==> src/rtl/axis_pkg.sv <==
// axis_pkg: shared depth and counter/pointer types for the AXI-Stream buffers.
package axis_pkg;
  localparam int AXIS_BUF_DEPTH = 2;
  typedef logic [1:0] axis_cnt_t;
  typedef logic [0:0] axis_ptr_t;
endpackage

==> src/rtl/axis_buffer_2.sv <==
// axis_buffer_2: 2-entry registered FIFO for one separator branch, no bypass.
module axis_buffer_2
  import axis_pkg::*;
#(
  parameter int DATA_WIDTH = 16
) (
  input  logic                  clk,
  input  logic                  rst,
  input  logic                  push,
  input  logic [DATA_WIDTH-1:0] push_data,
  input  logic                  pop_ready,
  output logic                  valid,
  output logic [DATA_WIDTH-1:0] data,
  output logic                  not_full
);
  logic [DATA_WIDTH-1:0] slot_q [AXIS_BUF_DEPTH];
  logic [DATA_WIDTH-1:0] slot_d [AXIS_BUF_DEPTH];
  axis_ptr_t head_q, head_d, tail_q, tail_d;
  axis_cnt_t cnt_q, cnt_d;
  logic      live_q;
  logic      pop;
  assign valid    = cnt_q != '0;
  assign data     = slot_q[head_q];
  // live_q keeps the producer side closed while in reset and until the first edge after it
  assign not_full = live_q && (cnt_q != axis_cnt_t'(AXIS_BUF_DEPTH));
  assign pop      = valid && pop_ready;
  always_comb begin
    slot_d = slot_q;
    if (push) slot_d[tail_q] = push_data;
    tail_d = tail_q + axis_ptr_t'(push);
    head_d = head_q + axis_ptr_t'(pop);
    cnt_d  = cnt_q + axis_cnt_t'(push) - axis_cnt_t'(pop);
  end
  always_ff @(posedge clk or negedge rst) begin
    if (!rst) begin
      for (int i = 0; i < AXIS_BUF_DEPTH; i++) slot_q[i] <= '0;
      head_q <= '0;
      tail_q <= '0;
      cnt_q  <= '0;
      live_q <= 1'b0;
    end else begin
      slot_q <= slot_d;
      head_q <= head_d;
      tail_q <= tail_d;
      cnt_q  <= cnt_d;
      live_q <= 1'b1;
    end
  end
endmodule

==> src/rtl/axis_separator_2.sv <==
// axis_separator_2: splits each accepted beat into two independently drained output streams.
module axis_separator_2
  import axis_pkg::*;
#(
  parameter int DATA_WIDTH_0 = 16,
  parameter int DATA_WIDTH_1 = 1
) (
  input  logic                    clk,
  input  logic                    rst,
  input  logic                    input_valid,
  input  logic [DATA_WIDTH_0-1:0] input_data_0,
  input  logic [DATA_WIDTH_1-1:0] input_data_1,
  output logic                    input_ready,
  output logic                    output_0_valid,
  output logic [DATA_WIDTH_0-1:0] output_0_data,
  input  logic                    output_0_ready,
  output logic                    output_1_valid,
  output logic [DATA_WIDTH_1-1:0] output_1_data,
  input  logic                    output_1_ready
);
  logic push, nf0, nf1;
  assign push        = input_valid && input_ready;
  assign input_ready = nf0 && nf1;
  axis_buffer_2 #(.DATA_WIDTH(DATA_WIDTH_0)) u_buf0 (
    .clk(clk), .rst(rst), .push(push), .push_data(input_data_0),
    .pop_ready(output_0_ready), .valid(output_0_valid), .data(output_0_data), .not_full(nf0)
  );
  axis_buffer_2 #(.DATA_WIDTH(DATA_WIDTH_1)) u_buf1 (
    .clk(clk), .rst(rst), .push(push), .push_data(input_data_1),
    .pop_ready(output_1_ready), .valid(output_1_valid), .data(output_1_data), .not_full(nf1)
  );
endmodule

==> config.mk <==
export PLATFORM = sky130hd
export DESIGN_NAME = axis_separator_2
export DESIGN_NICKNAME = d
export VERILOG_FILES = /design/src/rtl/axis_pkg.sv /design/src/rtl/axis_buffer_2.sv /design/src/rtl/axis_separator_2.sv
export SDC_FILE = /design/constraint.sdc
export NUM_CORES = 1
export LEC_CHECK = 0
export CAP_MARGIN = 30
export CORE_MARGIN = 2
export CORE_UTILIZATION = 40
export DETAILED_ROUTE_END_ITERATION = 16
export GPL_TIMING_DRIVEN = 0
export PLACE_DENSITY = 0.62
export SLEW_MARGIN = 10
export SYNTH_ARGS = -nofsm -noshare
export SYNTH_HDL_FRONTEND = slang
export SYNTH_SLANG_ARGS = --single-unit
==> constraint.sdc <==
create_clock -name clk -period 5 [get_ports clk]
set_input_delay 0.5 -clock clk [delete_from_list [all_inputs] [get_ports clk]]
set_output_delay 0.5 -clock clk [all_outputs]
set_load 0.02 [all_outputs]
Word-level counts from Yosys, hierarchy flattened:

Cells that the tools add are included.

* register bits: 43
* bits in latches: 0
* RAM bits: 0
* memory bits (read-only): 0
* bits of input ports: 22
* output and inout port bits: 20
* word-level logic and storage cells: 53
* memories kept: 0

* add/subtract/negate cells: 8
* multipliers: 0
* divide/modulo/power cells: 0
* magnitude comparators: 6
* eq/ne operators: 2
* shift operators: 0
* multiplexer cells: 12
* bitwise operators: 4
* reductions and logical operators: 10

Operator list (count)
* $mux W16: 4
* $bwmux W32: 1
* $demux W16 S1: 1
* $ge A2 B2 Y1 const B: 4
* $logic_and A1 B1 Y1: 8
* $not A1 Y2: 4
* $add A1 B1 Y1: 4
* $add A2 B1 Y2: 2
* $lt A2 B1 Y1 const B: 2
* $mux W1: 4
* $ne A2 B2 Y1 const B: 2
* $reduce_bool A2 Y1: 2
* $sub A2 B1 Y2: 2
* $bwmux W2: 1
* $demux W1 S1: 1

Logic depth before layout (Yosys ltp):

Gate-level depths: netlist (run 1).

* word-level depth: 6
* depth in mapped cells: 6
* mapped depth without buffers: 6

By module:

A second synthesis (run 1) with hierarchy kept.

* cells, all modules: 133
* area, all modules: 2124.5 um^2

By module, submodules not included
* axis_buffer_2 (u_buf0): instances 1, cells each 106, area each 1785.5 um^2, sequential area each 925.9 um^2
* axis_buffer_2 (u_buf1): instances 1, cells each 25, area each 326.6 um^2, sequential area each 175.2 um^2
* axis_separator_2: instances 1, cells each 2, area each 12.5 um^2, sequential area each 0.0 um^2

Least setup slack after synthesis (run 1):

Ideal clock, no wire load.

* path type: register to register
* start: reg u_buf0.cnt_q[0]
* end: reg u_buf0.slot_q[17] in the netlist's numbering
* setup time: 125 ps
* data arrival time: 1523 ps
* data required time: 4875 ps
* slack: 3351 ps
* stages on the path, launching flop included: 7
* path buffers: 2
* period minus slack after synthesis: 1649 ps
* cells stage by stage: dfrtp_1 > nand2b_1 > and4_1 > ha_1 > buf_6 > buf_12 > mux2_4

* cells in the longest elaborated chain, start to end: 4

RTL lines
* start, declared: RTL line axis_buffer_2.sv:19 `axis_cnt_t cnt_q, cnt_d;`
* start signal, assigned: RTL line axis_buffer_2.sv:45 `cnt_q <= cnt_d;`
* $ne A2 B2 Y1: RTL line axis_buffer_2.sv:25 `assign not_full = live_q && (cnt_q != axis_cnt_t'(AXIS_BUF_DEPTH));`
* $logic_and A1 B1 Y1: RTL line axis_buffer_2.sv:25
* $logic_and A1 B1 Y1: RTL line axis_separator_2.sv:23 `assign input_ready = nf0 && nf1;`
* $logic_and A1 B1 Y1: RTL line axis_separator_2.sv:22 `assign push = input_valid && input_ready;`
* end signal, assigned: RTL line axis_buffer_2.sv:42 `slot_q <= slot_d;`
* end, declared: RTL line axis_buffer_2.sv:16 `logic [DATA_WIDTH-1:0] slot_q [AXIS_BUF_DEPTH];`

Every way passes these cells.
A chain may end at the register's enable or synchronous reset.

Worst setup path in the final report (run 1):

* start: reg u_buf0.head_q
* end: out output_0_data[11]

* cells in the longest elaborated chain, start to end: 4

RTL lines
* start, declared: RTL line axis_buffer_2.sv:18 `axis_ptr_t head_q, head_d, tail_q, tail_d;`
* start signal, assigned: RTL line axis_buffer_2.sv:37 `head_q <= '0;`
* start signal, assigned: RTL line axis_buffer_2.sv:43 `head_q <= head_d;`
* $not A1 Y2 (not written as such): RTL line axis_buffer_2.sv:23 `assign data = slot_q[head_q];`
* $mux W16 (not written as such) (3 in series): RTL line axis_buffer_2.sv:23
* end, declared: RTL line axis_separator_2.sv:15 `output logic [DATA_WIDTH_0-1:0] output_0_data,`

Every way passes these cells. The select of a mux whose other input is x is not followed.

==> results.md, run 1 <==
- Status: complete, no violations
- CTS resizes: 0
- Starting Density: about 41%
- WP data arrival: 1.80 ns
- Worst path bufs/invs: 3
- Period utilization: ~46%
- CP max FO: 10
- Finished Cell Area: roughly 2700 um2
- Initial antenna violation count: 0
- Crit path required time: 4.50 ns
- Setup TNS: 0 ns
- Vias: around 1.2k
- Dpl hpwl: roughly 2700 um
- Peak Freq: 0.435 GHz
- Via-to-Cell Ratio: ~4.7
- Clock Pin Slew Worst Setup and Hold Paths: ~0.080 ns
- I/O Buffers: roughly 40
- Yosys Warn Count: 0
- Worst-Skew Late Latency: approximately 0.29 ns
- Post-synthesis cell count: 131
- Hold Path Class: in2async
- Commonest non-fill, non-tap cells in the layout: dfrtp_1, clkdlybuf4s50_1, mux2_4
- GRT Total Usage: around 14%
- Synth area leaders: dfrtp_1, mux2_4, mux2_2
- Total CTS buffers: 5
- Largest net degree at the start of global routing: 27
- Leak: 0.00123 uW
- Placed instance area: 2620 um2
- Syn Std Cell Area: between 2000 and 2500 um2
- Syn Nets: around 160
- TritonRoute pass-1 iters: 4
- R2r setup slk: ~3.2 ns
- Num rows: 26
- CORE AREA: 5070 um2
- CP Cell Sequence: buf_6 > buf_12 > mux2_4 > clkdlybuf4s50_1
- Final GP Congestion: approximately 0.7
- RSZ-0062 raised after global routing: false
- Commonest non-fill, non-tap cell in the layout: dfrtp_1
- Antenna-violating nets left: 0
- Vias in the first global route: about 1.3k
- CTS Hold Bufs: 0
- Clk sinks: 43
- Pwr Density: approximately 700 nW/um2
- Final Hold Fails: 0
- Count of final setup violators: 0
- Global-route wire length before repair: approximately 6200 um
- Distinct cells, synth: 15
- Crit path largest cell delay: 0.54 ns
- Syn avg cell area: 16.0 um2
- Crit path launch type: flop
- Ant diodes: 0
- Max Cap Viol: 0
- Worst Setup SP: u_buf0.head_q
- Initial DRC count: 31
- Congestion Overflow GR: 0
- Clk root buf: clkbuf_8
- Worst Setup End Kind: output port
- Fin nets: 210
- Pins Over Slew Limit: 0
- Die W: roughly 76 um
- Drt drc: 0
- Fraction of layout cells with a size suffix above 1: a little under two fifths
- Sequential share of the synthesized area: between 50% and 60%
- Synth area leader: dfrtp_1
- Die H: between 70 and 80 um
- Crit-path leading delay family: buffers and inverters
- CTS tree: yes
- Post-Route WL: 3710 um
- Flops & latches, synth: between 40 and 50
- Slowest stage cell, crit path: clkdlybuf4s50_1
- Post-CTS setup buffers: 0
- H-tree depth: 2
- Die area: 5830 um2
- Reg2reg start: u_buf1.cnt_q[1]
- Share of the synthesized area in the top cell type: approximately half
- Clock skew: a little under 0.006 ns
- Critical setup path kind: reg2out
- Layout area overhead: 29.0%
- Routed WL per cell: between 10 and 15 um
- IO Pins: 42
- Clock Path Buffers: 2
- Minimum clock period: between 2 and 2.5 ns
- Worst VDD drop: around 0.27 mV
-- metrics by stage --
step | hold WS (ns) | power [uW] | util [%] | setup slack, ns | instances
after floorplan | 0.204 | 1300 | - | 3.35 | 131
after global placement | 0.476 | 1600 | 51.1 | 2.40 | 242
after detailed placement | 0.481 | 1640 | 51.5 | 2.74 | 243
after CTS | 0.164 | 1870 | 53.3 | 2.68 | 250
after global routing | 0.177 | 1950 | 53.3 | 2.64 | 250
final | 0.164 | 1840 | 53.3 | 2.70 | 250
-- synth_stat cells --
cell / instances
conb_1: 1
o21a_1: 2
dfrtp_1: 43
and3_1: 1
xor2_1: 2
inv_1: 8
nand2b_1: 2
and4_1: 1
mux2_2: 22
or2_2: 2
mux2_4: 29
ha_1: 8
buf_12: 3
buf_6: 3
xnor2_1: 4
-- per-layer routing --
metal / global-route usage [%] / routed length (um)
met5: 0 / 0
met4: 4.36 / 23
met3: 4.86 / 181
met2: 23.1 / 1940
met1: 16.6 / 1570
-- power breakdown --
| group | internal [uW] | switching, uW | total, uW |
|---|---|---|---|
| combinational | 607 | 393 | 1000 |
| clock | 108 | 110 | 218 |
| sequential | 525 | 100 | 625 |
| total | 1240 | 603 | 1840 |
-- kinds of logic after synthesis --
logic type / after synthesis / share of synthesized area, %
mux: 51 / 32.6
flops: 43 / 51.4
buf+inv: 14 / 5.91
fa+ha+maj: 8 / 4.78
xor+xnor: 6 / 2.51
simple gates: 6 / 1.91
compound gates: 2 / 0.717
other cells: 1 / 0.179
-- flip-flops by register name (all words and copies together), names as in the netlist --
register / cells
u_buf1.cnt_q: 2
u_buf0.tail_q: 1
u_buf1.tail_q: 1
u_buf1.slot_q: 2
u_buf1.head_q: 1
u_buf0.slot_q: 32
u_buf1.live_q: 1
u_buf0.head_q: 1
u_buf0.cnt_q: 2
-- cell type report --
type	instances	area, um2
Fill cell	468	2370
Sequential cell	43	1080
Multi-Input combinational cell	74	895
Timing Repair Buffer	42	433
Buffer	6	93.8
Tap cell	70	87.6
Clock buffer	6	82.6
Inverter	8	30.0
Clock inverter	1	5.00
-- path summary, 6_finish.rpt --
kind	depth (start not counted)	endpoint
min	1	u_buf0.slot_q[20]
max	4	output_0_data[11]
max reg2reg	6	u_buf0.slot_q[13]
max in group asynchronous	2	u_buf0.slot_q[28]
min in group clk	1	u_buf1.head_q
min reg2reg	1	u_buf1.head_q
No activity file was read; power rests on OpenSTA's default activity.
==> run 2, diff against run 1 <==
PLACE_DENSITY = 0.64   (was 0.62)
clock period = 1.8 ns   (was 5 ns; I/O delays follow)
==> results.md, run 2 (synthesis gave the netlist of run 1 again) <==
- Commonest non-fill, non-tap cells in the layout: dfrtp_1, mux2_4, clkdlybuf4s50_1
- Worst Setup End Kind: output port
- IO Pins: 42
- Dpl hpwl: roughly 2600 um
- Period utilization: a little over nine tenths
- Final Hold Fails: 0
- Ant diodes: 0
- Clk root buf: clkbuf_8
- CP Cell Sequence: buf_6 > buf_12 > mux2_4 > dlygate4sd2_1
- CP max FO: 10
- Crit path required time: roughly 1.6 ns
- Hold Path Class: in2async
- Largest Register: u_buf0.slot_q
- Drt drc: 0
- Clock Pin Slew Worst Setup and Hold Paths: 0.09 ns
- Leak: 0.00129 uW
- Via-to-Cell Ratio: roughly 4.6
- Status: complete, no violations
- Post-Route Utilization: a little over half
- Max FFs per register: 32
- Num rows: 26
- RSZ-0062 raised after global routing: false
- FF+latch area: ~1100 um2
- Antenna-violating nets left: 0
- Pwr Density: ~1800 nW/um2
- Multi-input logic area: between 800 and 900 um2
- Worst VDD drop: ~0.73 mV
- WP data arrival: 1.56 ns
- Largest net degree at the start of global routing: 26
- Worst path bufs/invs: 3
- Vias: ~1.2k
- Clock power share: between 10% and 20%
- Peak Freq: ~0.57 GHz
- Fraction of layout cells with a size suffix above 1: ~41%
- Setup TNS: 0 ns
- Die W: 76.4 um
- Clk sinks: between 40 and 50
- Comb power frac: 52.3%
- TritonRoute pass-1 iters: 4
- Max Cap Viol: 0
- Commonest non-fill, non-tap cell in the layout: dfrtp_1
- Final GP Congestion: a little over 0.7
- GRT Total Usage: between 10% and 20%
- Internal power: between 3000 and 4000 uW
- Layout area overhead: 30.5%
- Minimum clock period: approximately 1.7 ns
- P_sw: between 1500 and 2000 uW
- Filler cell count: between 400 and 500
- Flop pwr share: 34.4%
- Congestion Overflow GR: 0
- Pins Over Slew Limit: 0
- Slowest stage cell, crit path: dfrtp_1
- Clock skew: 0.00995 ns
- Sw Share: between 30% and 40%
- Die H: roughly 76 um
- H-tree depth: 2
- Crit path largest cell delay: about 0.38 ns
- Total CTS buffers: 5
- Fin nets: 213
- CORE AREA: around 5000 um2
- Critical setup path kind: reg2out
- Initial antenna violation count: 0
- CTS tree: yes
- Worst-Skew Late Latency: ~0.3 ns
- Starting Density: slightly above 40%
- I/O Buffers: between 40 and 50
- Crit-path leading delay family: buffers and inverters
- Crit path launch type: flop
- Post-Route WL: between 3000 and 4000 um
- Vias in the first global route: between 1k and 1.5k
- Routed WL per cell: 14.3 um
- Count of final setup violators: 0
- Initial DRC count: 27
- Die area: between 5000 and 6000 um2
- Global-route wire length before repair: 6400 um
- Clock Path Buffers: 2
run 2: changes by cell type in the layout (fill, tap and decap cells not counted):
cell | previous run | this run
and4_1 | 1 | 0
and4_4 | 0 | 1
buf_12 | 3 | 4
buf_4 | 0 | 1
clkbuf_2 | 0 | 3
clkbuf_8 | 6 | 7
clkdlybuf4s15_1 | 0 | 2
clkdlybuf4s50_1 | 40 | 23
clkinv_2 | 1 | 0
clkinvlp_4 | 0 | 1
dlygate4sd2_1 | 0 | 11
dlygate4sd3_1 | 0 | 1
dlymetal6s2s_1 | 0 | 1
run 2: power groups by stage:
stage | logic (uW) | registers [uW] | clock network, uW
CTS | 2610 | 1740 | 698
floorplan | 1930 | 1670 | 0
finish | 2630 | 1730 | 672
global placement | 2730 | 1710 | 0
detailed placement | 2800 | 1750 | 0
global route | 2820 | 1810 | 737
run 2: layout make-up:
cell class,count,area share (%)
multi-input cells,74,32.8
flip-flops and latches,43,39.4
plain buffers,6,3.43
repair buffers,45,16.3
clock buffers,7,3.53
well taps,70,3.21
clock inverters,1,0.275
inverters,8,1.10
run 2: layer usage:
| layer | track usage [%] | share of wire (%) | up-vias |
|---|---|---|---|
| li1 | - | - | 547 |
| met1 | 17.3 | 43 | 594 |
| met2 | 22.4 | 49 | 32 |
| met3 | 4.98 | 6.2 | 7 |
| met4 | 5.45 | 1.7 | 0 |
| met5 | 0 | 0 | - |
run 2: what timing repair did:
| action | CTS | global route |
|---|---|---|
| hold buffers | 1 | 0 |
| gates resized for setup | 18 | 9 |
| pin swaps | 0 | 1 |
| setup buffers | 0 | 2 |
| hold endpoints to repair | 18 | 0 |
| setup endpoints to repair | 36 | 30 |
run 2: final timing paths:
kind / start / endpoint / slack [ns] / cells after the start
worst max-delay path: u_buf0.head_q / output_0_data[2] / 0.06 / 4
worst min-delay path: rst / u_buf0.slot_q[12] / 0.37 / 2
worst max register to register: u_buf1.cnt_q[1] / u_buf0.slot_q[15] / 0.12 / 6
worst min register to register: u_buf1.head_q / u_buf1.head_q / 0.49 / 1
max in group asynchronous: rst / u_buf0.slot_q[16] / 0.94 / 3
min in group clk: u_buf1.head_q / u_buf1.head_q / 0.49 / 1
run 2: through the flow:
step / cells / area (um2) / hold slack (ns) / setup WS, ns / total power [uW]
final: 254 / 2730 / 0.373 / 0.0604 / 5030
after global routing: 254 / 2730 / 0.414 / 0.00819 / 5360
after CTS: 252 / 2710 / 0.381 / 0.00194 / 5050
after detailed placement: 243 / 2620 / 0.170 / -0.158 / 4550
after global placement: 242 / 2590 / 0.475 / -0.464 / 4440
after floorplan: 131 / 2090 / -0.116 / 0.151 / 3600
